### src/rtl/tone_pkg.sv
// Shared types and encodings for the buzzer tone arbiter and its note timer.
package tone_pkg;

  localparam int DIV_W_DEF = 20;
  localparam int DUR_W_DEF = 6;

  typedef enum logic [1:0] {
    ST_IDLE  = 2'd0,
    ST_MUSIC = 2'd1,
    ST_GAP   = 2'd2,
    ST_SFX   = 2'd3
  } state_t;

  localparam logic [1:0] SRC_IDLE = 2'b00;
  localparam logic [1:0] SRC_MUS  = 2'b01;
  localparam logic [1:0] SRC_SFX  = 2'b10;

  typedef struct packed {
    logic [DIV_W_DEF-1:0] div;
    logic [DUR_W_DEF-1:0] dur;
  } note_t;

endpackage

### src/rtl/tone_arbiter_note_timer.sv
// Tick-driven note duration counter with a save/restore slot for pre-empted music.
module note_timer #(
  parameter int DUR_W     = 6,
  parameter int GAP_TICKS = 1
) (
  input  logic             clk,
  input  logic             rst,
  input  logic             tick,
  input  logic             load,
  input  logic [DUR_W-1:0] load_val,
  input  logic             save,
  input  logic             restore,
  output logic             last,
  output logic             at_gap,
  output logic             long_note
);

  logic [DUR_W-1:0] cnt_r;
  logic [DUR_W-1:0] saved_cnt_r;
  logic [DUR_W-1:0] load_clamped_s;
  logic             dec_s;

  // A zero duration plays as a single tick; the count never falls below 1.
  assign load_clamped_s = (load_val == {DUR_W{1'b0}}) ? DUR_W'(1) : load_val;
  assign dec_s          = tick && (cnt_r > DUR_W'(1));
  assign last           = (cnt_r == DUR_W'(1));
  assign at_gap         = (cnt_r == DUR_W'(GAP_TICKS + 1));
  assign long_note      = (load_clamped_s > DUR_W'(GAP_TICKS));

  // Live count and frozen resume count
  always_ff @(posedge clk or posedge rst) begin
    if (rst) begin
      cnt_r       <= {DUR_W{1'b0}};
      saved_cnt_r <= {DUR_W{1'b0}};
    end else begin
      if (load) begin
        cnt_r <= load_clamped_s;
      end else if (restore) begin
        cnt_r <= saved_cnt_r;
      end else if (dec_s) begin
        cnt_r <= cnt_r - DUR_W'(1);
      end else begin
        cnt_r <= cnt_r;
      end
      if (save) begin
        saved_cnt_r <= dec_s ? (cnt_r - DUR_W'(1)) : cnt_r;
      end else begin
        saved_cnt_r <= saved_cnt_r;
      end
    end
  end

endmodule

### src/rtl/tone_arbiter.sv
// Arbitrates the buzzer tone divider between music notes and pre-empting sound effects.
module tone_arbiter
  import tone_pkg::*;
#(
  parameter int DIV_W     = DIV_W_DEF,
  parameter int DUR_W     = DUR_W_DEF,
  parameter int GAP_TICKS = 1
) (
  input  logic             clk,
  input  logic             rst,
  input  logic             tick,
  input  logic             mus_valid,
  output logic             mus_ready,
  input  logic [DIV_W-1:0] mus_div,
  input  logic [DUR_W-1:0] mus_dur,
  input  logic             sfx_valid,
  output logic             sfx_ready,
  input  logic [DIV_W-1:0] sfx_div,
  input  logic [DUR_W-1:0] sfx_dur,
  input  logic             mute,
  output logic [DIV_W-1:0] note_div,
  output logic [1:0]       src,
  output logic             busy
);

  state_t           state_r, next_state_s, phase_next_s;
  state_t           saved_phase_r;
  logic             resume_r, gap_en_r;
  logic [DIV_W-1:0] mus_div_r, sfx_div_r, saved_div_r;
  logic [DIV_W-1:0] note_div_r, next_div_s;
  logic [1:0]       src_r, next_src_s;
  logic             busy_r;

  logic             load_s, save_s, restore_s, preempt_s;
  logic             accept_mus_s, accept_sfx_s;
  logic [DUR_W-1:0] load_val_s;
  logic             last_s, at_gap_s, long_note_s, timer_tick_s;

  assign mus_ready    = (state_r == ST_IDLE) && !sfx_valid;
  assign sfx_ready    = (state_r != ST_SFX);
  assign timer_tick_s = tick && (state_r != ST_IDLE);
  assign note_div     = note_div_r;
  assign src          = src_r;
  assign busy         = busy_r;

  note_timer #(
    .DUR_W     (DUR_W),
    .GAP_TICKS (GAP_TICKS)
  ) u_timer (
    .clk       (clk),
    .rst       (rst),
    .tick      (timer_tick_s),
    .load      (load_s),
    .load_val  (load_val_s),
    .save      (save_s),
    .restore   (restore_s),
    .last      (last_s),
    .at_gap    (at_gap_s),
    .long_note (long_note_s)
  );

  // Next-state and handshake decode
  always_comb begin
    next_state_s = state_r;
    phase_next_s = state_r;
    load_s       = 1'b0;
    load_val_s   = mus_dur;
    save_s       = 1'b0;
    restore_s    = 1'b0;
    preempt_s    = 1'b0;
    accept_mus_s = 1'b0;
    accept_sfx_s = 1'b0;
    case (state_r)
      ST_IDLE: begin
        if (sfx_valid) begin
          accept_sfx_s = 1'b1;
          load_s       = 1'b1;
          load_val_s   = sfx_dur;
          next_state_s = ST_SFX;
        end else if (mus_valid) begin
          accept_mus_s = 1'b1;
          load_s       = 1'b1;
          next_state_s = ST_MUSIC;
        end else begin
          next_state_s = ST_IDLE;
        end
      end
      ST_MUSIC, ST_GAP: begin
        if ((state_r == ST_MUSIC) && tick && gap_en_r && at_gap_s) begin
          phase_next_s = ST_GAP;
        end else if (tick && last_s) begin
          phase_next_s = ST_IDLE;
        end else begin
          phase_next_s = state_r;
        end
        // An SFX landing on the expiring tick finds the note already complete.
        if (sfx_valid) begin
          accept_sfx_s = 1'b1;
          load_s       = 1'b1;
          load_val_s   = sfx_dur;
          next_state_s = ST_SFX;
          if (phase_next_s != ST_IDLE) begin
            save_s    = 1'b1;
            preempt_s = 1'b1;
          end else begin
            save_s    = 1'b0;
          end
        end else begin
          next_state_s = phase_next_s;
        end
      end
      ST_SFX: begin
        if (tick && last_s) begin
          if (resume_r) begin
            restore_s    = 1'b1;
            next_state_s = saved_phase_r;
          end else begin
            next_state_s = ST_IDLE;
          end
        end else begin
          next_state_s = ST_SFX;
        end
      end
      default: begin
        next_state_s = ST_IDLE;
      end
    endcase
  end

  // Divider and source that accompany the next state
  always_comb begin
    next_div_s = {DIV_W{1'b0}};
    next_src_s = SRC_IDLE;
    case (next_state_s)
      ST_MUSIC: begin
        next_src_s = SRC_MUS;
        if (accept_mus_s) begin
          next_div_s = mus_div;
        end else if (restore_s) begin
          next_div_s = saved_div_r;
        end else begin
          next_div_s = mus_div_r;
        end
      end
      ST_GAP: begin
        next_src_s = SRC_MUS;
      end
      ST_SFX: begin
        next_src_s = SRC_SFX;
        next_div_s = accept_sfx_s ? sfx_div : sfx_div_r;
      end
      default: begin
        next_src_s = SRC_IDLE;
      end
    endcase
  end

  // State, latched requests, resume slot and registered outputs
  always_ff @(posedge clk or posedge rst) begin
    if (rst) begin
      state_r       <= ST_IDLE;
      saved_phase_r <= ST_IDLE;
      resume_r      <= 1'b0;
      gap_en_r      <= 1'b0;
      mus_div_r     <= {DIV_W{1'b0}};
      sfx_div_r     <= {DIV_W{1'b0}};
      saved_div_r   <= {DIV_W{1'b0}};
      note_div_r    <= {DIV_W{1'b0}};
      src_r         <= SRC_IDLE;
      busy_r        <= 1'b0;
    end else begin
      state_r <= next_state_s;
      if (accept_mus_s) begin
        mus_div_r <= mus_div;
        gap_en_r  <= long_note_s;
      end
      if (accept_sfx_s) begin
        sfx_div_r <= sfx_div;
      end
      if (preempt_s) begin
        resume_r      <= 1'b1;
        saved_phase_r <= phase_next_s;
        saved_div_r   <= mus_div_r;
      end else if (restore_s) begin
        resume_r <= 1'b0;
      end
      note_div_r <= mute ? {DIV_W{1'b0}} : next_div_s;
      src_r      <= next_src_s;
      busy_r     <= (next_state_s != ST_IDLE);
    end
  end

endmodule
### config.mk
export PLATFORM = sky130hd
export DESIGN_NAME = tone_arbiter
export DESIGN_NICKNAME = d
export VERILOG_FILES = /design/src/rtl/tone_pkg.sv /design/src/rtl/tone_arbiter_note_timer.sv /design/src/rtl/tone_arbiter.sv
export SDC_FILE = /design/constraint.sdc
export NUM_CORES = 1
export LEC_CHECK = 0
export BUFFER_PORTS_ARGS = -buffer_cell sky130_fd_sc_hd__buf_2
export CORE_UTILIZATION = 55
export DETAILED_ROUTE_END_ITERATION = 7
export PLACE_DENSITY = 0.86
export SKIP_CTS_REPAIR_TIMING = 1
export SKIP_LAST_GASP = 1
export SYNTH_ARGS = -nofsm -noshare
export SYNTH_HDL_FRONTEND = slang
export SYNTH_SLANG_ARGS = --single-unit
### constraint.sdc
create_clock -name clk -period 4.2 [get_ports clk]
set_clock_uncertainty 0.1 [all_clocks]
set_input_delay 0.63 -clock clk [delete_from_list [all_inputs] [get_ports clk]]
set_output_delay 0.63 -clock clk [all_outputs]
set_load 0.05 [all_outputs]
==> impl_metrics.env <==
export IMPL_place_hpwl_mm=6.907
export IMPL_post_route_util_pct=66.26
export IMPL_syn_area_per_cell_um2=10.14
export IMPL_synth_seq_cells=101
export IMPL_vias=3682
export IMPL_fin_hold_ws_ns=0.3713
export IMPL_finalCritPeriodShare_pct=72.49
export IMPL_cts_buffers_inserted=9
export IMPL_hold_viol=0
export IMPL_synth_compound_area_share_pct=11.37
export IMPL_htree_levels=3
export IMPL_syn_nets=536
export IMPL_cts_tree="done"
export IMPL_synth_top_family_by_area="simple AND/OR/NAND/NOR gates"
export IMPL_ys_warn_count=0
export IMPL_required_ns=4.35
export IMPL_clkLatencyLatePin_ns=0.36
export IMPL_async_reset_ff_share_pct=100.0
export IMPL_synth_cells=467
export IMPL_outcome="finished, final reports clean"
export IMPL_critPathSlowestCell="nand2b_1"
export IMPL_slew_viol_final=0
export IMPL_netlist_top_cells_area="dfrtp_1 53%, nand2_1 11%, mux2_1 5.0%, mux2_2 4.8%, a31o_1 3.9%"
export IMPL_critPathKind="reg2reg"
export IMPL_worst_slew_pin_slew_ns=1.168
export IMPL_die_width_um=94.77
export IMPL_synth_top_area_share_pct=53.40
export IMPL_drive_gt1_share_pct=23.99
export IMPL_rows=33
export IMPL_detail_route_antenna_nets=0
export IMPL_grt_ovfl_total=0
export IMPL_final_nets=610
export IMPL_port_buffers=82
export IMPL_grt_max_degree=80
export IMPL_diodes=0
export IMPL_grt_pass1_vias=3588
export IMPL_cts_sinks=101
export IMPL_setup_violations=0
export IMPL_synth_xor_area_share_pct=0.3701
export IMPL_netlist_area_um2=4733
export IMPL_die_h_um=94.77
export IMPL_cpPeakStageDelay_ns=0.49
export IMPL_drv_cap=0
export IMPL_crit_chain="nor4_2 > nand3_1 > a211o_1 > o32a_1 > ha_1 > nand2b_1 > nand2b_1 > nand2_1"
export IMPL_min_period_ns=3.045
export IMPL_crit_arrival_ns=3.20
export IMPL_core_area_um2=8258
export IMPL_startpoint_type="flop"
export IMPL_cts_buffer_depth=2
export IMPL_path_max_fanout=20
export IMPL_pin_count=83
export IMPL_crit_top_cell="nand2b_1"
export IMPL_first_iter_violations=188
export IMPL_finalSetupTns_ns=0
export IMPL_grt_pass1_wl_mm=16.82
export IMPL_synth_main_ff_cell="dfrtp_1"
export IMPL_synth_simple_area_share_pct=18.37
export IMPL_path_clk_slew_ns=0.11
export IMPL_area_growth_pct=15.60
export IMPL_synth_distinct_cells=45
export IMPL_p_leak_uw=0.002775
export IMPL_drc=0
export IMPL_powerDensity_nw_per_um2=636.4
export IMPL_synthMuxAreaShare_pct=10.60
export IMPL_initial_utilization_pct=57.32
export IMPL_viasPerCell=5.656
export IMPL_root_buffer="clkbuf_8"
export IMPL_synth_seq_area_share_pct=53.40
export IMPL_firstDrtPassIters=5
export IMPL_drt_wirelength_per_cell_um=15.95
export IMPL_synth_edf_count=0
export IMPL_track_usage_pct=24.64
export IMPL_fmax_ghz=0.3285
export IMPL_peakVddDrop_mv=0.3087
export IMPL_synth_area_leader_cell="dfrtp_1"
export IMPL_routed_wl_mm=10.38
export IMPL_dieArea_um2=8981
export IMPL_synth_adder_area_share_pct=2.908
export IMPL_gp_congestion=0.9347
export IMPL_antenna_found_initial=0
export IMPL_grt_setup_unrepaired="no"
export IMPL_min_path_type="in2async"
export IMPL_critical_path_endpoint_type="flop"
export IMPL_slew_headroom_pct=22.15
==> sequential cells by signal (all words and copies together) (netlist names), 2 cells and up <==
register             count
note_div                20
u_timer.saved_cnt_r      6
saved_div_r             20
sfx_div_r               20
u_timer.cnt_r            6
mus_div_r               20
saved_phase_r            2
state_r                  2
src                      2
==> cells in the final DEF (no fill, tap or decap), drive strengths merged, types with 5 or more instances in the layout <==
master	Yosys	final
nand2	135	135
dfrtp	101	101
buf	9	86
mux2	41	41
o21ai	27	27
nand2b	23	23
a31o	21	21
a21oi	14	14
nor2	13	13
inv	9	12
ha	11	11
clkbuf	14	9
nor3	5	5
==> path summary, 6_finish.rpt <==
kind | start | to | slack (ns) | cells after the start
setup / recovery | u_timer.cnt_r[5]$_DFF_PP0_ | note_div[0]$_DFF_PP0_ | 1.16 | 8
hold / removal | rst | sfx_div_r[2]$_DFF_PP0_ | 0.37 | 2
setup reg to reg | u_timer.cnt_r[5]$_DFF_PP0_ | note_div[0]$_DFF_PP0_ | 1.16 | 8
hold reg to reg | sfx_div_r[5]$_DFF_PP0_ | sfx_div_r[5]$_DFF_PP0_ | 0.39 | 2
max in group asynchronous | rst | sfx_div_r[17]$_DFF_PP0_ | 2.76 | 3
min in group clk | sfx_div[6] | sfx_div_r[6]$_DFF_PP0_ | 0.37 | 3
==> logic make-up (layout without fill, tap and decap cells) <==
logic type | after synthesis | in the layout
buf+inv | 32 | 111
compound gates | 80 | 80
fa+ha+maj | 11 | 11
flops | 101 | 101
xor+xnor | 2 | 2
simple gates | 196 | 196
mux | 45 | 45
==> metal layers <==
metal  share of wire (%)  track usage [%]
met3                 5.4            3.784
met4                 2.5            11.87
met5                   0                0
met2                  50            40.17
met1                  42            32.22
==> where the power goes <==
part	internal [uW]	switching, uW
registers	1340	202
clock network	407	347
logic	419	767
==> critical path, delay by kind of cell, from the launching register on <==
kind	cells	cell delay (ns)
adders and majority gates	1	0.21
and+or+nand+nor	5	1.41
DFF	1	0.44
AOI/OAI and AO/OA	2	0.78
==> layout make-up <==
class                      instances  area [um^2]
fill                             630         2786
sequential                       101         2527
multi-input combinational        334         2082
timing repair buffer              86        440.4
tap                              105        131.4
clock inverter                     7        130.1
clock buffer                       9        123.9
inverter                           9        36.28
==> synth_stat cells (4+ instances only) <==
| cell | count |
|---|---|
| nand2_1 | 135 |
| dfrtp_1 | 101 |
| o21ai_0 | 24 |
| nand2b_1 | 23 |
| a31o_1 | 21 |
| mux2_1 | 21 |
| mux2_2 | 20 |
| a21oi_1 | 14 |
| clkbuf_1 | 14 |
| nor2_1 | 12 |
| ha_1 | 11 |
| inv_1 | 9 |
| buf_2 | 5 |
| nor3_1 | 5 |
| a31oi_1 | 4 |
| and3_1 | 4 |
| mux2i_1 | 4 |
==> through the flow <==
step                cells  setup slack (ns)  cell area [um^2]  power, uW
floorplan             467            0.8229              4733       2409
global placement      635             1.294              5218       2654
detailed placement    635             1.190              5218       2730
CTS                   651             1.166              5472       3492
global route          651            0.9446              5472       3692
finish                651             1.155              5472       3482
Note: power is estimated with default switching activity, not from simulation.
